==> config.mk <==
export PLATFORM = sky130hd
export DESIGN_NAME = bcd_scan_counter_flat
export DESIGN_NICKNAME = d
export VERILOG_FILES = /design/src/rtl/bcd_scan_counter_if.sv /design/src/rtl/bcd_scan_counter.sv /design/src/flat_wrapper.sv
export SDC_FILE = /design/constraint.sdc
export NUM_CORES = 1
export LEC_CHECK = 0
export BUFFER_PORTS_ARGS = -buffer_cell sky130_fd_sc_hd__buf_2
export CORE_UTILIZATION = 60
export DETAILED_ROUTE_END_ITERATION = 10
export PLACE_DENSITY = 0.8
export SYNTH_ARGS = -nofsm -noshare
export SYNTH_HDL_FRONTEND = slang
export SYNTH_SLANG_ARGS = --single-unit
==> constraint.sdc <==
create_clock -name clk_100MHz -period 6.05 [get_ports clk_100MHz]
set_input_delay 1.5125 -clock clk_100MHz [delete_from_list [all_inputs] [get_ports clk_100MHz]]
set_output_delay 1.5125 -clock clk_100MHz [all_outputs]
set_load 0.03 [all_outputs]
==> src/rtl/bcd_scan_counter_if.sv <==
// Board-facing signal bundle for bcd_scan_counter: switch controls in,
// BCD count and multiplexed seven-segment display pins out.
interface bcd_scan_counter_if #(
  parameter int DIGITS = 4
);
  logic                  enable;
  logic                  forward;
  logic                  load;
  logic [4*DIGITS-1:0]   load_value;
  logic [4*DIGITS-1:0]   count;
  logic                  wrap;
  logic [6:0]            seg;
  logic                  dp;
  logic [DIGITS-1:0]     an;

  // Controls are level/strobe inputs sampled on every rising clock edge;
  // there is no valid/ready handshake, every output is a registered level.
  modport master (
    output enable, forward, load, load_value,
    input  count, wrap, seg, dp, an
  );

  modport slave (
    input  enable, forward, load, load_value,
    output count, wrap, seg, dp, an
  );
endinterface

==> src/rtl/bcd_scan_counter.sv <==
// Multi-digit BCD up/down counter with tick prescaler and multiplexed 7-segment driver.
// Optional LEADING_ZERO_BLANK_EN blanks digits above the most significant non-zero digit.
module bcd_scan_counter #(
  parameter int DIGITS  = 4,
  parameter int CLK_HZ  = 100000000,
  parameter int TICK_HZ = 1,
  parameter int SCAN_HZ = 1000
) (
  input  logic             clk_100MHz,
  input  logic             reset,
  bcd_scan_counter_if.slave bus
);

  localparam int TICK_RAW = CLK_HZ / TICK_HZ;
  localparam int SCAN_RAW = CLK_HZ / SCAN_HZ;
  localparam int TICK_DIV = (TICK_RAW < 1) ? 1 : TICK_RAW;
  localparam int SCAN_DIV = (SCAN_RAW < 1) ? 1 : SCAN_RAW;
  localparam int TW       = (TICK_DIV > 1) ? $clog2(TICK_DIV) : 1;
  localparam int SDW      = (SCAN_DIV > 1) ? $clog2(SCAN_DIV) : 1;
  localparam int SW       = (DIGITS > 1) ? $clog2(DIGITS) : 1;

  logic [TW-1:0]          presc;
  logic [SDW-1:0]         scan_div;
  logic [SW-1:0]          scan_idx;
  logic [4*DIGITS-1:0]    count_q;
  logic [4*DIGITS-1:0]    stepped;
  logic [4*DIGITS-1:0]    clamped;
  logic                   carry;
  logic [3:0]             d;
  logic                   wrap_q;
  logic [6:0]             seg_q;
  logic                   dp_q;
  logic [DIGITS-1:0]      an_q;
  logic [DIGITS-1:0]      blank;
  logic [3:0]             cur_digit;
  logic                   tick;
  logic                   scan_tc;

  assign tick    = bus.enable && (presc == TW'(TICK_DIV - 1));
  assign scan_tc = (scan_div == SDW'(SCAN_DIV - 1));

  function automatic logic [6:0] decode(input logic [3:0] v);
    case (v)
      4'd0:    decode = 7'h40;
      4'd1:    decode = 7'h79;
      4'd2:    decode = 7'h24;
      4'd3:    decode = 7'h30;
      4'd4:    decode = 7'h19;
      4'd5:    decode = 7'h12;
      4'd6:    decode = 7'h02;
      4'd7:    decode = 7'h78;
      4'd8:    decode = 7'h00;
      4'd9:    decode = 7'h10;
      default: decode = 7'h7F;
    endcase
  endfunction

  // Ripple step: a carry/borrow surviving past the top digit means the
  // whole count rolled over (all 9s up, or all 0s down).
  always_comb begin
    stepped = count_q;
    carry   = 1'b1;
    d       = 4'd0;
    for (int i = 0; i < DIGITS; i++) begin
      d = count_q[4*i +: 4];
      if (carry) begin
        if (bus.forward) begin
          if (d == 4'd9) begin
            stepped[4*i +: 4] = 4'd0;
          end else begin
            stepped[4*i +: 4] = d + 4'd1;
            carry = 1'b0;
          end
        end else begin
          if (d == 4'd0) begin
            stepped[4*i +: 4] = 4'd9;
          end else begin
            stepped[4*i +: 4] = d - 4'd1;
            carry = 1'b0;
          end
        end
      end
    end
  end

  always_comb begin
    clamped = '0;
    for (int i = 0; i < DIGITS; i++) begin
      clamped[4*i +: 4] = (bus.load_value[4*i +: 4] > 4'd9) ? 4'd9 : bus.load_value[4*i +: 4];
    end
  end

`ifdef LEADING_ZERO_BLANK_EN
  logic lead;
  always_comb begin
    blank = '0;
    lead  = 1'b1;
    for (int i = DIGITS - 1; i > 0; i--) begin
      lead     = lead & (count_q[4*i +: 4] == 4'd0);
      blank[i] = lead;
    end
  end
`else
  assign blank = '0;
`endif

  assign cur_digit = count_q[{scan_idx, 2'b00} +: 4];

  always_ff @(posedge clk_100MHz or posedge reset) begin
    if (reset) begin
      presc   <= '0;
      count_q <= '0;
      wrap_q  <= 1'b0;
    end else if (bus.load) begin
      presc   <= '0;
      count_q <= clamped;
      wrap_q  <= 1'b0;
    end else begin
      if (bus.enable) begin
        presc <= tick ? '0 : presc + TW'(1);
      end
      if (tick) begin
        count_q <= stepped;
        wrap_q  <= carry;
      end else begin
        wrap_q  <= 1'b0;
      end
    end
  end

  // Scan runs regardless of enable so the display keeps refreshing while paused.
  always_ff @(posedge clk_100MHz or posedge reset) begin
    if (reset) begin
      scan_div <= '0;
      scan_idx <= '0;
      seg_q    <= 7'h7F;
      dp_q     <= 1'b1;
      an_q     <= '1;
    end else begin
      scan_div <= scan_tc ? '0 : scan_div + SDW'(1);
      if (scan_tc) begin
        scan_idx <= (scan_idx == SW'(DIGITS - 1)) ? '0 : scan_idx + SW'(1);
      end
      an_q  <= ~(DIGITS'(1) << scan_idx);
      seg_q <= blank[scan_idx] ? 7'h7F : decode(cur_digit);
      dp_q  <= ~((scan_idx == '0) && !bus.enable);
    end
  end

  assign bus.count = count_q;
  assign bus.wrap  = wrap_q;
  assign bus.seg   = seg_q;
  assign bus.dp    = dp_q;
  assign bus.an    = an_q;

endmodule
==> src/flat_wrapper.sv <==
// flat-port wrapper written by rule: the top's interface ports become plain ports
module bcd_scan_counter_flat 
#(
  parameter int DIGITS  = 4,
  parameter int CLK_HZ  = 100000000,
  parameter int TICK_HZ = 1,
  parameter int SCAN_HZ = 1000
)
  (clk_100MHz, reset, bus_enable, bus_forward, bus_load, bus_load_value, bus_count, bus_wrap, bus_seg, bus_dp, bus_an);
  bcd_scan_counter_if #(.DIGITS(DIGITS)) bus_i ();
  input  logic clk_100MHz;
  input  logic reset;
  input wire logic [$bits(bus_i.enable)-1:0] bus_enable;
  input wire logic [$bits(bus_i.forward)-1:0] bus_forward;
  input wire logic [$bits(bus_i.load)-1:0] bus_load;
  input wire logic [$bits(bus_i.load_value)-1:0] bus_load_value;
  output wire logic [$bits(bus_i.count)-1:0] bus_count;
  output wire logic [$bits(bus_i.wrap)-1:0] bus_wrap;
  output wire logic [$bits(bus_i.seg)-1:0] bus_seg;
  output wire logic [$bits(bus_i.dp)-1:0] bus_dp;
  output wire logic [$bits(bus_i.an)-1:0] bus_an;
  assign bus_i.enable = bus_enable;
  assign bus_i.forward = bus_forward;
  assign bus_i.load = bus_load;
  assign bus_i.load_value = bus_load_value;
  assign bus_count = bus_i.count;
  assign bus_wrap = bus_i.wrap;
  assign bus_seg = bus_i.seg;
  assign bus_dp = bus_i.dp;
  assign bus_an = bus_i.an;
  bcd_scan_counter #(.DIGITS(DIGITS), .CLK_HZ(CLK_HZ), .TICK_HZ(TICK_HZ), .SCAN_HZ(SCAN_HZ)) u_core (.clk_100MHz(clk_100MHz), .reset(reset), .bus(bus_i));
endmodule
---- Yosys cells after proc, flatten, opt, wreduce, memory -nomap -nowiden ----
Memories as Yosys holds them, arrays and structs flattened. A register that Yosys moved wholly into a read port is not among the register bits.
Index checks and enable logic that the tools add are counted.
operators by class
  $add $sub $neg .......................... 11
  multiply operators ...................... 0
  divide/modulo/power cells ............... 0
  $lt $le $gt $ge ......................... 4
  eq/ne operators ......................... 7
  shifts and indexed selects .............. 2
  muxes and demuxes ....................... 43
  bitwise operators ....................... 2
  reduce and logical (&&, ||, !) cells .... 16
operators with widths
  operator                 count
  $mux W27                 3
  $mux W4                  19
  $mux W16                 2
  $add A27 B1 Y27 const B  1
  $eq A27 B27 Y1 const B   1
  $add A17 B1 Y17 const B  1
  $eq A17 B17 Y1 const B   1
  $mux W1                  17
  $mux W17                 1
  $add A4 B1 Y4 const B    4
  $eq A4 B4 Y1 const B     4
  $gt A4 B4 Y1 const B     4
  $logic_not A4 Y1         4
  $shiftx A16 B5 Y4        1
  $sub A4 B1 Y4 const B    4
  $reduce_bool A2 Y1       5
  $reduce_and A2 Y1        3
  $not A4 Y4               1
  $shl A1 B2 Y4 const A    1
  $add A2 B1 Y2 const B    1
  $eq A2 B2 Y1 const B     1
  $logic_and A1 B1 Y1      2
  $logic_not A2 Y1         1
  $mux W2                  1
  other kinds (2)          2
storage, ports and cells
  register bits after elaboration ......... 68
  latch bits .............................. 0
  RAM bits ................................ 0
  bits in read-only memories .............. 112
  bits of input ports ..................... 21
  output and inout bits ................... 29
  word-level logic and storage cells ...... 96
  memories kept ........................... 1
memory list
  name              words  width  rd ports  clocked after memory_dff  wr ports  RTL line                text
  (name not given)  16     7      1         1                         0         bcd_scan_counter.sv:43  case (v)

---- Logic depth before layout (Yosys ltp) ----
  word-level depth ........................ 8
  mapped depth ............................ 8
  mapped depth without buffers ............ 6

---- Worst setup path before layout ----
No wires, ideal clock.
  kind .................................... input to register
  from .................................... input port bus_enable
  to ...................................... register u_core.count_q[13], in the netlist u_core.bus.count[13]
  setup time .............................. 0.125 ns
  data arrival time ....................... 3.101 ns
  data required time ...................... 5.925 ns
  slack ................................... 2.824 ns
  stages on the path ...................... 6
  path buffers ............................ 1
  cells stage by stage .................... clkbuf_1 > and3b_1 > nand4_1 > nor4_4 > a21o_1 > mux2_2
between the ends
  word-level cells in the longest chain between the ends .. 3
RTL lines
  element                              RTL line                 text
  start: declaration                   flat_wrapper.sv:13       input wire logic [$bits(bus_i.enable)-1:0] bus_enable;
  $logic_and A1 B1 Y1                  bcd_scan_counter.sv:39   assign tick = bus.enable && (presc == TW'(TICK_DIV - 1));
  $reduce_bool A2 Y1 (no source line)  -
  $reduce_and A2 Y1 (no source line)   -
  end signal: assignment               bcd_scan_counter.sv:116  count_q <= clamped;
  end signal: assignment               bcd_scan_counter.sv:123  count_q <= stepped;
  end: declaration                     bcd_scan_counter.sv:25   logic [4*DIGITS-1:0] count_q;
Every way passes these cells.
A chain may end at the register's enable or synchronous reset.

---- Worst setup path in the final report ----
  from .................................... input port bus_forward
  to ...................................... register u_core.count_q[13], in the netlist u_core.bus.count[13]
between the ends
  word-level cells in the longest chain between the ends .. 5
  elaborated cells on any way between the ends .. 11
  classes of those cells .................. 9 x mux; 2 x reduce/logical
RTL lines
  element                              RTL line                text
  start: declaration                   flat_wrapper.sv:14      input wire logic [$bits(bus_i.forward)-1:0] bus_forward;
  $mux W1                              bcd_scan_counter.sv:67  if (bus.forward) begin
  $mux W1 (2 in series)                bcd_scan_counter.sv:66  if (carry) begin
  $reduce_bool A2 Y1 (no source line)  -
  $reduce_and A2 Y1 (no source line)   -
Parallel ways exist; a longest one is shown, timed or not. The select of a mux whose other input is x is not followed.

==> qor.txt <==
Final Max Slew Viols: 0
startpoint types: input port
status: complete, no violations
Placeable Area: 7330 um2
layout filler cell count: 583
most frequent cells in the layout: 63 x dfrtp_1, 52 x nor2_1, 49 x buf_2, 37 x o21ai_0, 32 x nand2_1
asr flop ratio synth: 100%
IO Port Bufs: 49
HP Start: u_core.scan_div[4]
Multi-input gate area: 2470 um2
largest delay contributor family on the critical path: simple AND/OR/NAND/NOR gates
area growth from synthesis to layout: 9.73%
Max clock buf depth: 2
# setup viols final: 0
CP peak stage delay: 0.73 ns
Worst setup EP type: flip-flop
Distinct cells, synth: 59
syn nets: 539
RR Startpoint: u_core.presc[0]
first-pass GRT wire length: 15.6 mm
Clock Skew: 0.0141 ns
Root Driver: clkbuf_8
DP Cell Count: 624
critical path class: input port to flip-flop
RSZ-0062 raised after global routing: no
Post CTS Setup Buffer Count: 0
Most used DFF post-synth: dfrtp_1
Routability Congestion: 0.868
slowest CP cell: nor4_4
Vias: 3,759
antenna cell count: 0
Avg Vias per Cell: 5.87
post-DP HPWL: 6.45 mm
Clock Sinks: 75
crit-path max FO: 42
largest net degree at the start of global routing: 76
Final period util: 57.1%
DRT Wirelength: 9.34 mm
sequential standard cell area: 1890 um2
DRC violations left: 0
initial antenna violation count: 0
DIE AREA: 7990 um2
vias in the first global route: 3,306
CTS clk-pin slew, worst paths: 0.08 ns
CP Cell Sequence: buf_2, and3_1, o21ai_0, nor4_4, a21o_1, mux2_2
WP data required: 6.30 ns
layout cell share with drive strength beyond 1: 18.5%
hold depth: 1
TritonCTS Buffers: 9
Ys Warns: 0
hold buffers post-CTS: 0
die width: 89.4 um
CP Buf/Inv Count: 1
most common cell after layout, fill and taps aside: dfrtp_1
fmax: 0.289 GHz
MaxCap Viol Count: 0
max_slew headroom: 39.9%
reg2reg setup slack: 3.20 ns
worst reg2reg path depth: 6
IR drop worst, VDD: 0.138 mV
Setup TNS: 0 ns
First DRT Iteration DRCs: 232
PD cells: 235 nW/um2
Worst Tran Pin Value: 0.901 ns
row count: 31
Hold Fails Final Rpt: 0
Final Net Count: 568
CP Data Arrival Time: 3.70 ns
number of synthesized register bits: 75
Wirelength per Cell: 14.6 um
EDFF count, synth: 0
Hold Crit Class: flip-flop to flip-flop
H-tree depth: 3
Layout Cells excl Fill: 640
Die Y-Extent: 89.4 um
Hold Path End: u_core.scan_div[4]
mean post-synth cell area: 9.03 um2
Min Clock Period, post-route: 3.46 ns
Initial Utilization: 62.5%
num ports: 50
DRT antenna net count: 0
global route overflow: 0
Worst R2R End: u_core.bus.count[13]
drt first pass iters: 4
CTS tree: yes
post-synthesis sequential area ratio: 41.3%
synthesized instance count: 507
Overall Global Routing Usage: 25.4%
post-synthesis cell area: 4580 um2
Pleak: 2.15 nW
Clock Latency Late Sink: 0.36 ns
post-CTS sizing: 0
-- logic make-up (layout without fill, tap and decap cells) --
group           count (synthesis)  count (layout)  share of synthesized area [%]
compound gates                105             105                           14.1
xor+xnor                       37              37                           7.08
fa+ha+maj                      11              11                           3.01
buf+inv                        54              88                           4.81
flops                          75              75                           41.3
mux                            14              14                           3.93
simple gates                  211             211                           25.8
-- flip-flops by register name (all words and copies together), names as in the netlist --
register and cells:
u_core.bus.dp 1, u_core.scan_idx 2, u_core.scan_div 17, u_core.presc 27, u_core.bus.count 16, u_core.bus.seg 7, u_core.bus.an 4, u_core.bus.wrap 1
-- cell usage after synthesis, drive strengths merged (3+ instances only) --
cell     n  area share, %
dfstp   12            6.9
buf      4           0.71
xor2    15            2.9
nand2b   7           0.96
and4b    7            1.5
a21oi   24            2.6
xnor2   22            4.2
mux2i    9            2.0
and3b    5           0.96
nand3   21            2.3
a31oi    5           0.68
and2     5           0.68
and3     9            1.2
nor2b   11            1.5
and4     6            1.1
mux4     3            1.5
o21ai   42            4.6
nor4    11            1.8
nor2    52            4.3
nand2   33            2.8
inv     20            1.6
ha      11            3.0
or3      6           0.82
nor4b    4           0.90
clkbuf  29            2.4
dfrtp   63             34
o21a     4           0.66
nand4   11            1.6
o211ai   7            1.3
or2      7           0.96
a21boi   4           0.74
nor3    11            1.4
-- metal layers --
| metal | GRT usage [%] | routed length, um | share of wire (%) |
|---|---|---|---|
| met1 | 36.2 | 4700 | 50 |
| met2 | 39.3 | 4180 | 45 |
| met3 | 4.16 | 329 | 3.5 |
| met4 | 9.09 | 135 | 1.4 |
| met5 | 0 | 0 | 0 |
-- stage by stage --
step           area, um2  util, %  hold WS (ns)  setup WS [ns]  power [mW]
4_1_cts             5020     68.5         0.487           2.60        1.19
2_1_floorplan       4580        -         0.446           2.65       0.741
6_report            5020     68.5         0.480           2.59        1.18
3_5_place_dp        4820     65.8         0.472           2.21       0.797
3_3_place_gp        4820     65.8         0.464           2.34       0.791
5_1_grt             5020     68.5         0.502           2.42        1.24
-- area by class of cell --
cell class                      instances  share of cell area (%)
Sequential cell                        75                    37.6
Clock buffer                           11                    2.81
Timing Repair Buffer                   51                    5.18
Tap cell                               99                    2.47
Multi-Input combinational cell        378                    49.1
Inverter                               21                    1.57
Clock inverter                          5                    1.22
-- report_power, final --
group	total (mW)	internal, mW	switching (mW)
sequential	0.575	0.533	0.0414
clock	0.393	0.203	0.190
combinational	0.214	0.0775	0.137
-- how the worst max path moves through the flow --
stage,slack (ns),from,end,cells past startpoint
after floorplan,2.65,reset,u_core.bus.count[0],1
after global placement,2.34,bus_forward,u_core.bus.count[13],6
after detailed placement,2.21,bus_forward,u_core.bus.count[13],6
after CTS,2.60,bus_forward,u_core.bus.count[13],6
after global routing,2.42,bus_forward,u_core.bus.count[13],6
final,2.59,bus_forward,u_core.bus.count[13],6
No activity file was read; power rests on OpenSTA's default activity.
